**config.mk**
```make
export PLATFORM = sky130hd
export DESIGN_NAME = seg_serial_rx
export DESIGN_NICKNAME = d
export VERILOG_FILES = /design/src/rtl/seg_serial_rx.sv
export SDC_FILE = /design/constraint.sdc
export NUM_CORES = 1
export LEC_CHECK = 0
export ABC_AREA = 1
export CORE_MARGIN = 2
export CORE_UTILIZATION = 55
export DETAILED_ROUTE_END_ITERATION = 10
export HOLD_SLACK_MARGIN = 0.06
export PLACE_DENSITY_LB_ADDON = 0.1
export SLEW_MARGIN = 25
export SYNTH_ARGS = -nofsm -noshare
export SYNTH_HDL_FRONTEND = slang
export SYNTH_SLANG_ARGS = --single-unit
```
**constraint.sdc**
```tcl
create_clock -name clk -period 1.9 [get_ports clk]
set_clock_uncertainty 0.2 [all_clocks]
set_input_delay 0.19 -clock clk [delete_from_list [all_inputs] [get_ports clk]]
set_output_delay 0.19 -clock clk [all_outputs]
set_load 0.03 [all_outputs]
```
**src/rtl/seg_serial_rx.sv**
```systemverilog
// Receive side of the serial seven-segment link. It synchronises SEGCLK/SEGCLR/SEGDT/SEGEN into clk
// and deserialises the bit stream into parallel frames, flagging aborted and stalled frames.
module seg_serial_rx #(
  parameter int FRAME_BITS  = 64,
  parameter int SYNC_STAGES = 2,
  parameter int TIMEOUT     = 1024
) (
  input  logic                            clk,
  input  logic                            rst,
  input  logic                            SEGCLK,
  input  logic                            SEGCLR,
  input  logic                            SEGDT,
  input  logic                            SEGEN,
  output logic [FRAME_BITS-1:0]           frame_data,
  output logic                            frame_valid,
  output logic                            frame_err,
  output logic [1:0]                      err_code,
  output logic [$clog2(FRAME_BITS+1)-1:0] bit_cnt,
  output logic                            busy,
  output logic                            seg_en
);

  localparam int CW = $clog2(FRAME_BITS + 1);
  localparam int TW = $clog2(TIMEOUT + 1);

  typedef enum logic {IDLE, SHIFT} state_t;

  state_t                 state;
  logic [SYNC_STAGES-1:0] clk_sync;
  logic [SYNC_STAGES-1:0] dt_sync;
  logic [SYNC_STAGES-1:0] clr_sync;
  logic [SYNC_STAGES-1:0] en_sync;
  logic                   clk_prev;
  logic                   clk_s;
  logic                   dt_s;
  logic                   clr_s;
  logic                   seg_rise;
  logic [FRAME_BITS-1:0]  sreg;
  logic [TW-1:0]          tcnt;

  assign clk_s    = clk_sync[SYNC_STAGES-1];
  assign dt_s     = dt_sync[SYNC_STAGES-1];
  assign clr_s    = clr_sync[SYNC_STAGES-1];
  assign seg_en   = en_sync[SYNC_STAGES-1];
  assign seg_rise = clk_s & ~clk_prev;
  assign busy     = (bit_cnt != '0);

  // The SEGCLR chain resets high, so that reset does not look like a clear request.
  always_ff @(posedge clk or negedge rst) begin
    if (!rst) begin
      clk_sync <= '0;
      dt_sync  <= '0;
      clr_sync <= '1;
      en_sync  <= '0;
      clk_prev <= 1'b0;
    end else begin
      clk_sync <= {clk_sync[SYNC_STAGES-2:0], SEGCLK};
      dt_sync  <= {dt_sync[SYNC_STAGES-2:0], SEGDT};
      clr_sync <= {clr_sync[SYNC_STAGES-2:0], SEGCLR};
      en_sync  <= {en_sync[SYNC_STAGES-2:0], SEGEN};
      clk_prev <= clk_s;
    end
  end

  // Priority: clear beats a shift edge, and a shift edge beats the stall timeout.
  always_ff @(posedge clk or negedge rst) begin
    if (!rst) begin
      state       <= IDLE;
      sreg        <= '0;
      frame_data  <= '0;
      frame_valid <= 1'b0;
      frame_err   <= 1'b0;
      err_code    <= 2'b00;
      bit_cnt     <= '0;
      tcnt        <= '0;
    end else begin
      frame_valid <= 1'b0;
      frame_err   <= 1'b0;
      if (!clr_s) begin
        sreg    <= '0;
        bit_cnt <= '0;
        tcnt    <= '0;
        state   <= IDLE;
        if (bit_cnt != '0) begin
          frame_err <= 1'b1;
          err_code  <= 2'b01;
        end
      end else if (seg_rise) begin
        tcnt <= '0;
        if (bit_cnt == CW'(FRAME_BITS - 1)) begin
          frame_data  <= {sreg[FRAME_BITS-2:0], dt_s};
          frame_valid <= 1'b1;
          sreg        <= '0;
          bit_cnt     <= '0;
          state       <= IDLE;
        end else begin
          sreg    <= {sreg[FRAME_BITS-2:0], dt_s};
          bit_cnt <= bit_cnt + CW'(1);
          state   <= SHIFT;
        end
      end else if (state == SHIFT) begin
        if (tcnt == TW'(TIMEOUT - 1)) begin
          frame_err <= 1'b1;
          err_code  <= 2'b10;
          sreg      <= '0;
          bit_cnt   <= '0;
          tcnt      <= '0;
          state     <= IDLE;
        end else begin
          tcnt <= tcnt + TW'(1);
        end
      end else begin
        tcnt <= '0;
      end
    end
  end

endmodule

```
Word-level counts from Yosys, hierarchy flattened
Index checks and enable logic that the tools add are counted.
{ "word_totals": {"output_inout_bits": 77, "ff_bits": 159, "in_bits": 6} }
{ "classes": {"bitwise_logic": 2, "mux": 32, "add_sub_neg": 2, "reduce_logical": 5, "n_eq_ne": 7} }
{ "op_table": {"columns": ["operator", "count"], "rows": [
  ["$mux 63", 5],
  ["$mux 11", 4],
  ["$mux 7", 5],
  ["$mux 1", 13],
  ["$add 11x1->11 const B", 1],
  ["$eq 11x10->1 const B", 1],
  ["$mux 2", 5],
  ["$add 7x1->7 const B", 1],
  ["$eq 7x6->1 const B", 1],
  ["$reduce_bool 7->1", 1],
  ["$ne 2x2->1 const B", 2],
  ["$reduce_and 4->1", 1],
  ["$ne 3x1->1 const B", 1],
  ["$ne 3x2->1 const B", 1],
  ["$reduce_and 3->1", 1],
  ["$ne 2x1->1 const B", 1],
  ["$reduce_and 2->1", 1],
  ["$reduce_bool 2->1", 1],
  ["$and 1x1->1", 1],
  ["$not 1->1", 1]
]} }

Longest topological paths before layout
Gate-level depths: netlist of run 1.
{ "logic_depth": {"ltp_word": 5, "mapped_depth": 10} }

Least setup slack after synthesis of run 1
OpenSTA, ideal clock, no wires.
{ "synth_path": {"kind": "register to register", "from": "register bit_cnt[1]", "to": "register frame_data[0]", "arrival_ns": 1.564, "path_buffers": 2, "stages_incl_launch_ff": 9, "synth_period_minus_slack_ns": 1.881, "setup_time_ns": 0.117, "slack_ns": 0.019, "required_ns": 1.583, "path_cell_list": "dfrtp_1 > ha_1 > nand3_2 > nor2_4 > nand2_1 > buf_4 > buf_6 > nand2_1 > nand2_1"} }
{ "synth_between": {"elab_chain_cells": 2} }
{ "synth_rtl": {"columns": ["item", "line_no", "source"], "rows": [
  ["from (decl)", "18", "output logic [$clog2(FRAME_BITS+1)-1:0] bit_cnt,"],
  ["from (signal assigned)", "98", "bit_cnt <= bit_cnt + CW'(1);"],
  ["$eq 7x6->1", "90", "if (bit_cnt == CW'(FRAME_BITS - 1)) begin"],
  ["$reduce_and 3->1 (no source line)", null, null],
  ["to (signal assigned)", "91", "frame_data <= {sreg[FRAME_BITS-2:0], dt_s};"],
  ["to (decl)", "14", "output logic [FRAME_BITS-1:0] frame_data,"]
]} }
Every way passes these cells.
A chain may end at the register's enable or synchronous reset.

Worst setup path after layout of run 1
{ "layout_path": {"from": "register frame_data[62]", "to": "output port frame_data[62]"} }
No word-level cell between the ends.

==> results of run 1 <==
[placed cells by master, fill, tap and decap left out, types with 5 or more instances in the layout]
cell | Yosys | layout
dlygate4sd3_1 | 0 | 5
clkbuf_16 | 0 | 18
nand4_1 | 9 | 9
dfrtp_1 | 157 | 156
clkinv_2 | 0 | 6
nor2_1 | 22 | 20
inv_1 | 20 | 20
clkbuf_8 | 0 | 5
nand3_1 | 79 | 79
clkdlybuf4s50_1 | 0 | 67
buf_12 | 0 | 8
buf_4 | 4 | 10
dlygate4sd2_1 | 0 | 9
nand2_1 | 359 | 358
[kinds of logic after synthesis]
logic type,Yosys count,share of synthesized area (%)
compound gates,4,0.3935
xor+xnor,3,0.4133
fa+ha+maj,3,0.5904
buf+inv,57,5.372
flops,159,62.61
simple gates,478,30.62
[sequential cells by signal, summed over array words and instances, names as in the netlist]
register,count
tcnt,11
clk_sync,2
state,1
err_code,2
clk_prev,1
bit_cnt,7
frame_err,1
frame_valid,1
frame_data,64
dt_sync,2
sreg,63
en_sync,2
clr_sync,2
[worst max path at each step]
stage	cells past startpoint	slack [ns]	end	from
floorplan	8	0.02	frame_data[0]$_DFFE_PN0P_	bit_cnt[1]$_DFFE_PN0P_
global placement	8	0.07	frame_data[56]$_DFFE_PN0P_	bit_cnt[1]$_DFFE_PN0P_
detailed placement	8	0.02	frame_data[47]$_DFFE_PN0P_	bit_cnt[1]$_DFFE_PN0P_
CTS	8	0.002	frame_data[47]$_DFFE_PN0P_	bit_cnt[1]$_DFFE_PN0P_
global route	1	0.001	frame_data[14]	frame_data[14]$_DFFE_PN0P_
finish	1	0.03	frame_data[62]	frame_data[62]$_DFFE_PN0P_
[layout make-up]
type | count | area, sq um
Tap cell | 143 | 178.9
Multi-Input combinational cell | 488 | 2061
Clock buffer | 22 | 494.2
Clock inverter | 10 | 85.08
Inverter | 21 | 81.33
Sequential cell | 159 | 3983
Fill cell | 874 | 3354
Timing Repair Buffer | 106 | 1132
[stage by stage]
stage                     std cells  hold WS (ns)  util [%]  total power, W  worst slack, ns
after floorplan                 704       -0.3056         -        0.003608          0.01889
after global placement          910      -0.05906     64.55        0.003762          0.07080
after detailed placement        910      -0.05732     64.55        0.003770          0.01931
after CTS                       947       0.06858     69.95        0.007051         0.002047
after global routing            949        0.1032     70.50        0.007230         0.001439
final                           949       0.05531     70.50        0.006999          0.02747
[timing repair]
action | CTS | global route
hold endpoints to repair | 163 | 0
cloned | 0 | 1
gates resized for setup | 14 | 12
setup buffers | 0 | 1
setup endpoints to repair | 11 | 133
hold buffers | 5 | 0
pin swaps | 0 | 2
[per-layer routing]
layer  track usage, %  up-vias  wire length [microns]
met5                0        -                      0
met4            8.395        0                    186
met3            4.845       19                    515
met2            36.95      123                   6563
met1            29.68     2451                   6017
li1                 -     2380                      -
[power groups by stage]
stage	logic (W)	registers [W]	clock network [W]
global placement	0.000268	0.00349	0
floorplan	0.0000827	0.00353	0
CTS	0.000279	0.00343	0.00334
finish	0.000273	0.00343	0.00329
detailed placement	0.000274	0.00350	0
global route	0.000304	0.00344	0.00349
==> run metrics, run 1 <==
fmax 0.5340 GHz; initial antenna violation count 0; P_int 0.005468 W; CTS Buffer Depth 2; CP Data Arrival Time 1.48 ns; Slowest-stage cell, CP clkdlybuf4s50_1; WL/cell 14.00 microns; CTS clk-pin slew, worst paths 0.06 ns; PortBufs 82; via/cell ratio 5.240; Post-Syn Nets 713; endpoints failing hold 0; DRT Pass-1 Iters 5; most frequent cell after synthesis nand2_1; DRT Wirelength 13280 microns; Clk pwr share 47.0%; crit end category output port; Seq/Total Area, Yosys 62.61%; switching share of power 21.88%; P per Cell Area 873.3 nW/um^2; DRT antenna net count 0; Most used DFF post-synth dfrtp_1; synthesized area per cell 9.032 sq um; CP bufs+invs 1; GRT Total Usage 22.45%; cell accounting for the most synthesized area dfrtp_1; # rows 39; total gr overflow 0; Worst setup SP type register; most frequent cells after synthesis nand2_1 (359), dfrtp_1 (157), nand3_1 (79); I/O pin count 83; Die W 111.5 microns; leakage power 4.379 nW; largest net degree at the start of global routing 57; number of synthesized flops with an enable pin 0; Die Ht 111.5 microns; slowest stage delay, CP 0.70 ns; first-pass GRT wire length 22600 microns; CTS sink count 159; Tmin final 1.873 ns; max-slew violations 0; vias in the first global route 4901; unique cell type count in the Yosys netlist 24; R2R Path End frame_data[19]$_DFFE_PN0P_; CP delay by family, top buffers and inverters; crit-path max FO 2; Seq cells post-synth 159; Worst R2R Setup Slack 0.11 ns; Critical Path RT 1.51 ns; Max VDD drop 0.6781 mV; status completed; sequential share of power 49.1%; top-area cell type share of the netlist area 61.79%; CTS H-tree depth 4; Post-synth ARST share 100.0%; kind of critical path register to output port; post-route cell area 8015 sq um; R2R Path Start bit_cnt[0]$_DFFE_PN0P_; Yosys warnings 0; Root Buffer clkbuf_16; Post-Syn Instances 704; unrepaired setup endpoints after global routing false; Netlist Area Pre-Place 6359 sq um; # diodes 0; Vias 4973; Area after DPL 7340 sq um; Hold Crit Class primary input to async pin; DRC errors left 0; area grow syn2layout 26.05%; cts bufs inserted 17; layout cell share with drive strength beyond 1 8.189%; worst relative slew slack 71.89%; Clk Latency, worst-skew pair 0.43 ns; final net count 802; CTS tree yes; Fin Setup TNS 0 ns; worst-margin pin slew 0.4217 ns; Switching Power 0.001531 W; DRT iter0 DRCs 351; starting density of the core 55.93%; max-cap check violation count 0; critical-path cell list clkdlybuf4s50_1; worst r2r path cells 8; Setup-failing EPs final 0; core area 11370 sq um; RD Place Congestion 0.7569; die area 12440 sq um; ranking of synthesized cells by area dfrtp_1 (62%), nand2_1 (21%), nand3_1 (6.2%); Final Cycle Share 98.55%; Post-DP HPWL 7883 microns; Logic pwr share 3.9%
Note: power is estimated with default switching activity, not from simulation.
==> run 2, diff against run 1 <==
--- a/config.mk
+++ b/config.mk
@@ -6,7 +6,7 @@
 export NUM_CORES = 1
 export LEC_CHECK = 0
 export ABC_AREA = 1
-export CORE_MARGIN = 2
+export CORE_MARGIN = 3
 export CORE_UTILIZATION = 55
 export DETAILED_ROUTE_END_ITERATION = 10
 export HOLD_SLACK_MARGIN = 0.06
==> run metrics, run 2 (synthesis results as in run 1) <==
status completed; fmax 0.5358 GHz; Top reg by flops frame_data; endpoints failing hold 0; Tmin final 1.866 ns; DRT Wirelength 13570 microns; P per Cell Area 881.1 nW/um^2; CTS H-tree depth 4; layout cell share with drive strength beyond 1 8.189%; Die Ht 113.5 microns; largest net degree at the start of global routing 50; placed cell count 908; # rows 38; DRT iter0 DRCs 405; DRT Pass-1 Iters 5; Critical Path RT 1.51 ns; first-pass GRT wire length 23330 microns; max FFs per register 64; final setup margin 0.03379 ns; Setup-failing EPs final 0; PortBufs 82; R2R Path Start bit_cnt[1]$_DFFE_PN0P_; CP delay by family, top buffers and inverters; core area 11080 sq um; max-cap check violation count 0; cts bufs inserted 17; die area 12890 sq um; total gr overflow 0; Root Buffer clkbuf_16; Area after DPL 7318 sq um; Slowest-stage cell, CP clkdlybuf4s50_1; DRC errors left 0; worst-margin pin slew 0.4356 ns; kind of critical path register to output port; WL/cell 14.35 microns; Die W 113.5 microns; Post-DP HPWL 8356 microns; Final Cycle Share 98.22%; vias in the first global route 4916; GRT Total Usage 22.63%; area grow syn2layout 26.53%; CTS Buffer Depth 2; max-slew violations 0; crit end category output port; DRT antenna net count 0; commonest non-fill, non-tap cell in the layout nand2_1; largest registers frame_data x64, sreg x63, tcnt x11; CP Launch Point frame_data[62]$_DFFE_PN0P_; I/O pin count 83; pre-CTS WS 0.01935 ns; slowest stage delay, CP 0.70 ns; crit-path max FO 2; Vias 4848; leakage power 4.474 nW; # diodes 0; final net count 804; post-route cell area 8045 sq um; CTS tree yes; CTS sink count 159; initial antenna violation count 0; Max VDD drop 0.7041 mV; Hold Crit Class primary input to async pin; CP Data Arrival Time 1.48 ns; Worst setup SP type register; worst relative slew slack 70.96%; critical-path cell list clkdlybuf4s50_1; Non-Filler Instances 946; power consumption 0.007089 W; starting density of the core 57.40%; CTS clk-pin slew, worst paths 0.06 ns; via/cell ratio 5.125; CP bufs+invs 1; Clk Latency, worst-skew pair 0.43 ns; RD Place Congestion 0.8131; most frequent cells in the layout nand2_1 (357), dfrtp_1 (157), nand3_1 (79), clkdlybuf4s50_1 (62)
run 2: repair_timing:
action                                 CTS  global route
setup buffers                            0             2
endpoints found under the hold margin  161             0
gates cloned                             0             1
gates resized for setup                 13            22
setup endpoints to repair               12           153
pin swaps                                0             1
hold buffers                             5             0
run 2: final cells by class:
type                    count  area (sq um)
multi-input cells         488          2066
well taps                 140         175.2
clock buffers              24         511.7
inverters                  21         78.83
clock inverters             6         80.08
repair buffers            108          1152
flip-flops and latches    159          3981
fillers                   837          3033
run 2: final timing paths:
kind                                     endpoint  slack [ns]  cells after the start
setup / recovery                   frame_data[62]        0.03                      1
hold / removal                frame_err$_DFF_PN0_        0.06                      2
setup reg to reg           bit_cnt[5]$_DFFE_PN0P_        0.11                      8
hold reg to reg              en_sync[1]$_DFF_PN0_        0.15                      0
max in group asynchronous   clr_sync[1]$_DFF_PN1_        0.78                      3
min in group clk             en_sync[1]$_DFF_PN0_        0.15                      0
run 2: report_power, final:
part           internal (W)  total (W)  switching [W]
Clock               0.00212    0.00338        0.00126
Combinational     0.0000853   0.000273       0.000188
Sequential          0.00342    0.00343      0.0000169
run 2: metal layers:
metal / GRT usage, % / up-vias / part of all wire [%]
met2: 37.02 / 101 / 50
met5: 0 / - / 0
met3: 5.676 / 16 / 4.6
met1: 28.87 / 2352 / 44
met4: 9.615 / 0 / 1.5
li1: - / 2379 / -
run 2: metrics by stage:
stage	util, %	hold WS, ns	setup TNS (ns)
3_3_place_gp	66.06	-0.05557	0
4_1_cts	71.80	0.07285	-0.02377
5_1_grt	72.62	0.08924	-0.003920
6_report	72.62	0.06056	0
3_5_place_dp	66.06	-0.05234	0
2_1_floorplan	-	-0.3056	0
run 2: worst register-to-register path, stage by stage, from the launching register on:
cell,delay (ns)
dfrtp_1,0.43
ha_2,0.22
nand3_2,0.11
nor2_4,0.05
buf_4,0.14
nor2_4,0.11
buf_4,0.29
nand3_1,0.12
nand2_1,0.08
==> run 3, diff against run 2 <==
--- a/config.mk
+++ b/config.mk
@@ -7,9 +7,8 @@
 export LEC_CHECK = 0
 export ABC_AREA = 1
 export CORE_MARGIN = 3
-export CORE_UTILIZATION = 55
+export CORE_UTILIZATION = 49
 export DETAILED_ROUTE_END_ITERATION = 10
-export HOLD_SLACK_MARGIN = 0.06
 export PLACE_DENSITY_LB_ADDON = 0.1
 export SLEW_MARGIN = 25
 export SYNTH_ARGS = -nofsm -noshare
==> constraint.sdc (replaced) <==
create_clock -name clk -period 1.65 [get_ports clk]
set_clock_uncertainty 0.2 [all_clocks]
set_input_delay 0.165 -clock clk [delete_from_list [all_inputs] [get_ports clk]]
set_output_delay 0.165 -clock clk [all_outputs]
set_load 0.03 [all_outputs]
==> run metrics, run 3 (synthesis results as in run 1) <==
CTS H-tree depth 4; hold_ws 0.02854 ns; largest net degree at the start of global routing 45; CTS Buffer Depth 2; utilization after layout 69.87%; Root Buffer clkbuf_16; final net count 835; WL/cell 14.72 microns; sequential cell area 3986 sq um; crit end category output port; Setup-failing EPs final 111; P_int 0.006405 W; commonest non-fill, non-tap cell in the layout nand2_1; final setup margin -0.1618 ns; crit-path max FO 3; worst-margin pin slew 0.4107 ns; # diodes 0; multi-input logic area 2210 sq um; cts bufs inserted 17; core area 12360 sq um; power consumption 0.008177 W; violated checks setup timing; Tmin final 1.812 ns; Switching Power 0.001771 W; CP Data Arrival Time 1.45 ns; GRT Total Usage 19.82%; max FFs per register 64; largest registers frame_data x64, sreg x63, tcnt x11; switching share of power 21.66%; worst r2r path cells 9; RD Place Congestion 0.8126; Clk pwr share 47.2%; status finished, violations left; Worst setup SP type register; DRC errors left 0; Logic pwr share 4.4%; CTS sink count 159; R2R Path End frame_data[27]$_DFFE_PN0P_; Area after DPL 7517 sq um; Clk Latency, worst-skew pair 0.42 ns; R2R Path Start bit_cnt[0]$_DFFE_PN0P_; Critical Path RT 1.28 ns; post-route cell area 8637 sq um; DRT antenna net count 0; I/O pin count 83; die area 14380 sq um; Die Ht 119.9 microns; sequential share of power 48.4%; DRT Wirelength 14830 microns; kind of critical path register to output port; # rows 40; worst relative slew slack 72.62%; DRT Pass-1 Iters 4; CTS tree yes; Hold Crit Class primary input to async pin; most frequent cells in the layout nand2_1 (351), dfrtp_1 (153), dlygate4sd2_1 (73), nand3_1 (62), clkbuf_16 (25); unrepaired setup endpoints after global routing true; Final Cycle Share 109.8%; starting density of the core 51.44%; P per Cell Area 946.7 nW/um^2; DRT iter0 DRCs 361; max-cap check violation count 0; initial antenna violation count 0; layout cell share with drive strength beyond 1 15.49%; Fin Setup TNS -8.968 ns; Die W 119.9 microns; fillers 969; area grow syn2layout 35.83%; Vias 5118; Worst R2R Setup Slack -0.13 ns; leakage power 4.851 nW; Post-DP HPWL 8484 microns; vias in the first global route 4880; Max VDD drop 0.6988 mV; endpoints failing hold 0; PortBufs 82; fmax 0.5519 GHz; via/cell ratio 5.082; total gr overflow 0; first-pass GRT wire length 22990 microns; Top reg by flops frame_data; CTS clk-pin slew, worst paths 0.06 ns; max-slew violations 0
[run 3: through the flow]
| step | setup WS, ns | cells |
|---|---|---|
| 2_1_floorplan | -0.04696 | 704 |
| 3_3_place_gp | -0.03940 | 949 |
| 3_5_place_dp | -0.06139 | 949 |
| 4_1_cts | -0.1573 | 991 |
| 5_1_grt | -0.1936 | 1007 |
| 6_report | -0.1618 | 1007 |
[run 3: layout make-up]
class | count | area share [%]
Multi-Input combinational cell | 488 | 25.58
Tap cell | 168 | 2.434
Timing Repair Buffer | 138 | 17.73
Clock buffer | 24 | 5.577
Timing Repair inverter | 1 | 0.1883
Sequential cell | 159 | 46.15
Inverter | 21 | 1.115
Clock inverter | 8 | 1.217
[run 3: worst max-delay path: stages, from the launching register on]
cell	delay (ns)
dfrtp_2	0.42
buf_6	0.13
inv_4	0.05
ha_4	0.11
nand4_1	0.14
buf_6	0.18
[run 3: how the worst max path moves through the flow]
stage                                start  slack, ns  depth (start not counted)                    endpoint
floorplan           bit_cnt[0]$_DFFE_PN0P_      -0.05                          7     err_code[0]$_DFFE_PN0P_
global placement     clr_sync[1]$_DFF_PN1_      -0.04                          7  frame_data[61]$_DFFE_PN0P_
detailed placement       tcnt[0]$_DFF_PN0_      -0.06                          7        sreg[36]$_DFFE_PN0P_
CTS                 bit_cnt[1]$_DFFE_PN0P_      -0.16                          5                        busy
global route        bit_cnt[0]$_DFFE_PN0P_      -0.19                          9  frame_data[27]$_DFFE_PN0P_
finish              bit_cnt[0]$_DFFE_PN0P_      -0.16                          5                        busy
[run 3: metal layers]
metal	GRT usage, %	wire [microns]	vias up
li1	-	-	2456
met1	25.82	6410	2502
met2	32.49	7462	138
met3	4.713	702	22
met4	7.230	249	0
met5	0	0	-
[run 3: what timing repair did]
item	4_1_cts	5_1_grt
setup endpoints to repair	176	140
hold endpoints to repair	160	0
pin swaps	2	6
gates cloned	1	13
buffers inserted	5	3
hold buffers	4	0
resized for setup	99	48
[run 3: power by group through the flow]
stage	sequential (W)	clock, W	combinational [W]
after global placement	0.00402	0	0.000336
after floorplan	0.00406	0	0.0000957
after CTS	0.00395	0.00392	0.000357
after global routing	0.00395	0.00411	0.000393
after detailed placement	0.00402	0	0.000344
final	0.00395	0.00386	0.000359
